[src/rtl/poly_tone_generator.sv]
// poly_tone_generator: NUM_CH independent square-wave tone channels with
// shadowed period updates, clean stop on disable, PWM volume gating and a
// first-order sigma-delta mixer that drives a single-pin speaker.
module poly_tone_generator #(
   parameter  int NUM_CH       = 4,
   parameter  int PERIOD_WIDTH = 24,
   parameter  int VOL_WIDTH    = 3,
   localparam int CH_W         = (NUM_CH > 1) ? $clog2(NUM_CH) : 1
) (
   input  logic                    clk,
   input  logic                    rst,
   input  logic [NUM_CH-1:0]       output_enable,
   input  logic [VOL_WIDTH-1:0]    volume,
   input  logic                    cfg_valid,
   input  logic [CH_W-1:0]         cfg_ch,
   input  logic [PERIOD_WIDTH-1:0] cfg_period,
   output logic                    cfg_ready,
   output logic [NUM_CH-1:0]       square_wave_out,
   output logic                    mixed_out,
   output logic [NUM_CH-1:0]       active
);

   // Full-scale mixer input; the accumulator must hold sums up to 2*FS.
   localparam int FS    = NUM_CH * ((1 << VOL_WIDTH) - 1);
   localparam int ACC_W = $clog2(2 * FS + 1);
   localparam int LVL_W = $clog2(NUM_CH + 1);

   localparam logic [CH_W:0]  CH_LIMIT = (CH_W + 1)'(NUM_CH);
   localparam logic [ACC_W-1:0] FS_V  = ACC_W'(FS);

   // Number of channels currently contributing a high level to the mix.
   function automatic logic [LVL_W-1:0] popcount(input logic [NUM_CH-1:0] v);
      logic [LVL_W-1:0] c;
      c = '0;
      for (int k = 0; k < NUM_CH; k++) begin
         c = c + LVL_W'(v[k]);
      end
      return c;
   endfunction

   logic                    cfg_hit_s;
   logic                    cfg_ready_s;
   logic                    cfg_accept_s;
   logic [NUM_CH-1:0]       pending_s;
   logic [NUM_CH-1:0]       square_s;
   logic [NUM_CH-1:0]       active_s;

   logic [VOL_WIDTH-1:0]    pwm_cnt_r;
   logic                    gate_s;
   logic [NUM_CH-1:0]       swo_r;

   logic [LVL_W-1:0]        level_s;
   logic [ACC_W-1:0]        sum_s;
   logic [ACC_W-1:0]        acc_next_s;
   logic                    mix_next_s;
   logic [ACC_W-1:0]        acc_r;
   logic                    mixed_r;

   // Config handshake: a channel with a queued update refuses further writes;
   // writes to channels that do not exist are swallowed.
   always_comb begin
      cfg_hit_s   = 1'b0;
      cfg_ready_s = 1'b1;
      if ({1'b0, cfg_ch} < CH_LIMIT) begin
         cfg_hit_s   = 1'b1;
         cfg_ready_s = ~pending_s[cfg_ch];
      end else begin
         cfg_hit_s   = 1'b0;
         cfg_ready_s = 1'b1;
      end
   end

   assign cfg_accept_s = cfg_valid & cfg_ready_s & cfg_hit_s;
   assign cfg_ready    = cfg_ready_s;

   for (genvar i = 0; i < NUM_CH; i++) begin : g_ch
      logic [PERIOD_WIDTH-1:0] period_r;
      logic [PERIOD_WIDTH-1:0] shadow_r;
      logic [PERIOD_WIDTH-1:0] cnt_r;
      logic                    pending_r;
      logic                    square_r;
      logic                    active_r;
      logic                    wr_s;
      logic                    boundary_s;
      logic [PERIOD_WIDTH-1:0] next_period_s;

      // Decode this channel's write strobe, half-period boundary and reload value.
      always_comb begin
         wr_s          = cfg_accept_s && (cfg_ch == CH_W'(i));
         boundary_s    = (cnt_r <= PERIOD_WIDTH'(1));
         next_period_s = period_r;
         if (pending_r) begin
            next_period_s = shadow_r;
         end else begin
            next_period_s = period_r;
         end
      end

      // Channel state machine: idle/start, half-period countdown, boundary
      // reload or clean stop, and shadow capture of config writes.
      always_ff @(posedge clk or posedge rst) begin
         if (rst) begin
            period_r  <= '0;
            shadow_r  <= '0;
            cnt_r     <= '0;
            pending_r <= 1'b0;
            square_r  <= 1'b0;
            active_r  <= 1'b0;
         end else if (!active_r) begin
            // A stop can leave an update queued; fold it in while idle so the
            // channel never stays locked against new writes.
            if (pending_r) begin
               period_r  <= shadow_r;
               pending_r <= 1'b0;
            end else if (output_enable[i] && (period_r != '0)) begin
               cnt_r    <= period_r;
               square_r <= 1'b0;
               active_r <= 1'b1;
            end
            if (wr_s) begin
               period_r <= cfg_period;
            end
         end else begin
            if (boundary_s) begin
               if (!output_enable[i]) begin
                  square_r <= 1'b0;
                  active_r <= 1'b0;
               end else if (next_period_s == '0) begin
                  period_r  <= next_period_s;
                  pending_r <= 1'b0;
                  square_r  <= 1'b0;
                  active_r  <= 1'b0;
               end else begin
                  period_r  <= next_period_s;
                  pending_r <= 1'b0;
                  cnt_r     <= next_period_s;
                  square_r  <= ~square_r;
               end
            end else begin
               cnt_r <= cnt_r - PERIOD_WIDTH'(1);
            end
            // A write landing on the boundary edge is queued for the next one.
            if (wr_s) begin
               shadow_r  <= cfg_period;
               pending_r <= 1'b1;
            end
         end
      end

      assign pending_s[i] = pending_r;
      assign square_s[i]  = square_r;
      assign active_s[i]  = active_r;
   end

   assign gate_s = (pwm_cnt_r < volume);

   // Free-running PWM phase and volume-gated per-channel outputs.
   always_ff @(posedge clk or posedge rst) begin
      if (rst) begin
         pwm_cnt_r <= '0;
         swo_r     <= '0;
      end else begin
         pwm_cnt_r <= pwm_cnt_r + VOL_WIDTH'(1);
         swo_r     <= square_s & {NUM_CH{gate_s}};
      end
   end

   // Sigma-delta step: add the weighted level, emit a one on each full-scale crossing.
   always_comb begin
      level_s    = popcount(square_s & active_s);
      sum_s      = acc_r + (ACC_W'(level_s) * ACC_W'(volume));
      acc_next_s = sum_s;
      mix_next_s = 1'b0;
      if (sum_s >= FS_V) begin
         acc_next_s = sum_s - FS_V;
         mix_next_s = 1'b1;
      end else begin
         acc_next_s = sum_s;
         mix_next_s = 1'b0;
      end
   end

   // Mixer accumulator and registered 1-bit output.
   always_ff @(posedge clk or posedge rst) begin
      if (rst) begin
         acc_r   <= '0;
         mixed_r <= 1'b0;
      end else begin
         acc_r   <= acc_next_s;
         mixed_r <= mix_next_s;
      end
   end

   assign square_wave_out = swo_r;
   assign mixed_out       = mixed_r;
   assign active          = active_s;

endmodule

[config.mk]
export PLATFORM = sky130hd
export DESIGN_NAME = poly_tone_generator
export DESIGN_NICKNAME = d
export VERILOG_FILES = /design/src/rtl/poly_tone_generator.sv
export SDC_FILE = /design/constraint.sdc
export NUM_CORES = 1
export LEC_CHECK = 0
export CORE_MARGIN = 3
export CORE_UTILIZATION = 52
export DETAILED_ROUTE_END_ITERATION = 8
export PLACE_DENSITY_LB_ADDON = 0.05
export SKIP_CTS_REPAIR_TIMING = 1
export SLEW_MARGIN = 20
export SYNTH_ARGS = -nofsm -noshare
export SYNTH_HDL_FRONTEND = slang
export SYNTH_SLANG_ARGS = --single-unit
[constraint.sdc]
create_clock -name clk -period 11.5 [get_ports clk]
set_input_delay 1.725 -clock clk [delete_from_list [all_inputs] [get_ports clk]]
set_output_delay 1.725 -clock clk [all_outputs]
set_load 0.1 [all_outputs]
==> summary.txt <==
Outcome
  • Run status: finished clean

Cells and area
  • Number of inserted filler cells in the final layout: 2814
  • Reg area: 0.00786 sq mm
  • Diode insertion count for antenna repair: 0
  • Final net count: approximately 1800
  • Final non-filler cell total: approximately 2200
  • Relative area change from synthesis to final layout: 10.9%
  • Final core area utilization: 0.590
  • Commonest cells after routing, fill and taps aside: sky130_fd_sc_hd__dfrtp_1 (314), sky130_fd_sc_hd__o21ai_0 (107), sky130_fd_sc_hd__mux2_2 (103)
  • Share of layout cells above drive strength 1: 0.145
  • Total area of multi-input combinational cells: ~0.0089 sq mm
  • Most common cell after layout, fill and taps aside: sky130_fd_sc_hd__dfrtp_1

Worst setup path
  • Setup crit start kind: input port
  • Crit end category: output pin
  • Data arrival, critical path: approximately 4000 ps
  • CP most frequent cell: sky130_fd_sc_hd__clkdlybuf4s50_1
  • Required time at the worst-slack endpoint: 9780 ps
  • Slowest cell on the critical path: sky130_fd_sc_hd__clkdlybuf4s50_1
  • Stage delay of the slowest cell on the critical path: around 1100 ps
  • Critical Path, Cell by Cell: clkdlybuf4s50_1 -> mux4_2 -> inv_1 -> clkdlybuf4s50_1
  • Type of the setup path with the least slack: input port to output pin
  • Largest fanout of any net on the critical path: 5

STA
  • Fraction of the cycle the final worst path needs: 0.498
  • Count of pins over their slew limit: 0
  • Measured slew at the worst slew-check pin: roughly 1100 ps
  • Setup Skew: 18.0 ps
  • Number of failing setup endpoints in the final timing report: 0
  • RSZ-0062 raised after global routing: no
  • Total Negative Setup Slacks: 0 ps
  • Max transition margin: 0.233
  • Number of hold violations in the final report: 0
  • Worst setup margin: 5770 ps
  • Tmin final: about 5700 ps
  • Achievable clock frequency: 175 MHz

Routing
  • Number of DRC markers after the initial detailed-route iteration: 1361
  • Aggregate routed wire length: 53.9 mm
  • Routed length per instance: between 20 and 25 um
  • Antenna Nets Post-Route: 0
  • Count of vias placed by the detailed router: 15011
  • Count of TritonRoute iterations in the first routing pass: 6
  • Via density per instance: 6.94
  • Number of design rule violations left after detail routing: 0

Clock network
  • Total CTS buffers: 35
  • Clock insertion delay at the later pin of the skew report: around 520 ps
  • Master cell of the clock root buffer: sky130_fd_sc_hd__clkbuf_16
  • CTS clock-pin slew for the worst setup and hold paths: 60 ps
  • Clock tree from TritonCTS: built
  • Maximum root-to-sink buffer count: 3
  • CTS sink count: 314
  • H-tree depth: 2

Placement
  • Worst slack at placement: around 5800 ps
  • Post-Place Cells: roughly 2100
  • Routability congestion estimate from global placement: 0.922
  • HPWL after DPL: 35.9 mm
  • Quantity of I/O buffers inserted on ports: 45

Power
  • Post-layout power: 3530 uW
  • Worst vdd ir: about 140 uV
  • Static leakage: between 0.008 and 0.009 uW
  • Total power per unit cell area: 183 mW/mm^2

Synth
  • Flip-flop cell with the highest count after synthesis: sky130_fd_sc_hd__dfrtp_1
  • Register area share after synthesis: 0.451
  • Count of different cell masters after synthesis: 85
  • Average footprint of a synthesized cell: 10.2 sq um
  • Register bit total from synthesis: 314
  • Yosys warnings: 0
  • Post-Synthesis Cells: 1704
  • EDFF count, synth: 0
  • Async set-reset flop share out of synthesis: 1.00
  • Post-synth net total: 1768
  • Syn Std Cell Area: approximately 0.017 sq mm

Global routing
  • Global routing met2 resource utilization: 0.460
  • Met3 Resource Use GR: 0.0422
  • Antenna violations before repair: 0
  • Layer with the highest usage after global routing: met2
  • Global Route met1 Usage: 0.441
  • Overflow left after global routing: 0
  • Gr usage total: 0.301
  • Vias in the first global route: 14506
  • Wire length of the first global-routing pass: around 86 mm
  • Pin count of the biggest net entering global routing: 131

Floorplanning
  • CORE AREA: 0.0328 sq mm
  • Die Outline Area: 0.0358 sq mm
  • Rows: 66
  • Die width: 189 um
  • Starting density of the core: 0.532
  • I/O pin count: between 40 and 50
  • Height of the die: 189 um

Min path
  • Hold Crit Class: flip-flop to flip-flop

Flow run
  • Max Cap Viol: 0
==> final timing paths <==
path	startpoint	end	depth (start not counted)	slack [ps]
min in group asynchronous	rst	g_ch[2].period_r[4]	2	1770
hold reg to reg	pwm_cnt_r[0]	pwm_cnt_r[0]	1	470
max in group asynchronous	rst	g_ch[3].cnt_r[4]	3	8290
setup / recovery	cfg_ch[0]	cfg_ready	4	5770
setup reg to reg	g_ch[3].active_r	acc_r[3]	16	6690
hold / removal	pwm_cnt_r[0]	pwm_cnt_r[0]	1	470
==> sequential cells by signal, summed over array words and instances (netlist names) <==
name / count
g_ch.shadow_r: 96
square_wave_out: 4
g_ch.cnt_r: 96
g_ch.pending_r: 4
g_ch.active_r: 4
acc_r: 6
mixed_out: 1
pwm_cnt_r: 3
g_ch.square_r: 4
g_ch.period_r: 96
==> per-stage QoR <==
stage | hold WS (ps) | cell area (sq um)
after floorplan | 415 | 17400
after global placement | 441 | 18200
after detailed placement | 469 | 18200
after CTS | 478 | 19300
after global routing | 508 | 19300
final | 474 | 19300
==> cells in the mapped netlist (21+ instances only) <==
library cell | n | share of area
sky130_fd_sc_hd__a32o_1 | 26 | 0.015
sky130_fd_sc_hd__and2_1 | 21 | 0.0075
sky130_fd_sc_hd__nor3_1 | 53 | 0.015
sky130_fd_sc_hd__nand2b_1 | 23 | 0.0083
sky130_fd_sc_hd__a22oi_1 | 37 | 0.016
sky130_fd_sc_hd__nor4_1 | 60 | 0.022
sky130_fd_sc_hd__o21ai_0 | 107 | 0.031
sky130_fd_sc_hd__buf_2 | 21 | 0.0060
sky130_fd_sc_hd__clkbuf_1 | 79 | 0.017
sky130_fd_sc_hd__o22ai_1 | 102 | 0.037
sky130_fd_sc_hd__a21oi_1 | 69 | 0.020
sky130_fd_sc_hd__o31ai_1 | 62 | 0.027
sky130_fd_sc_hd__mux2_2 | 103 | 0.067
sky130_fd_sc_hd__nor2_1 | 91 | 0.020
sky130_fd_sc_hd__nand3_1 | 24 | 0.0069
sky130_fd_sc_hd__inv_1 | 45 | 0.0097
sky130_fd_sc_hd__nand2_1 | 62 | 0.013
sky130_fd_sc_hd__o2bb2ai_1 | 34 | 0.017
sky130_fd_sc_hd__a2bb2oi_1 | 55 | 0.028
sky130_fd_sc_hd__dfrtp_1 | 314 | 0.45
sky130_fd_sc_hd__ha_1 | 22 | 0.016
==> area by class of cell <==
cell class,instances,area share
Clock buffer,49,0.0518
Sequential cell,314,0.406
Clock inverter,13,0.00751
Tap cell,442,0.0286
Multi-Input combinational cell,1217,0.460
Inverter,52,0.0105
Timing Repair Buffer,76,0.0353
==> cells by family (layout without fill, tap and decap cells) <==
| logic type | count (synthesis) | after routing | share of synthesized area |
|---|---|---|---|
| buf+inv | 173 | 190 | 0.0433 |
| mux | 118 | 118 | 0.0759 |
| flops | 314 | 314 | 0.451 |
| compound gates | 637 | 637 | 0.271 |
| simple gates | 421 | 421 | 0.130 |
| xor+xnor | 13 | 13 | 0.00653 |
| fa+ha+maj | 28 | 28 | 0.0227 |
==> critical path, delay by kind of cell <==
kind,cells,cell delay (ps)
buffers and inverters,3,1760
muxes,1,510
==> report_power, final <==
part | switching (uW) | leakage (uW) | internal (uW)
combinational | 419 | 0.00355 | 365
clock | 464 | 0.000562 | 676
sequential | 278 | 0.00391 | 1330
==> layer usage <==
| metal | vias to the layer above | routed length [um] |
|---|---|---|
| met5 | - | 0 |
| met2 | 701 | 24400 |
| met1 | 7522 | 23700 |
| met4 | 0 | 2130 |
| met3 | 131 | 3770 |
| li1 | 6657 | - |
Note: power is estimated with default switching activity, not from simulation.
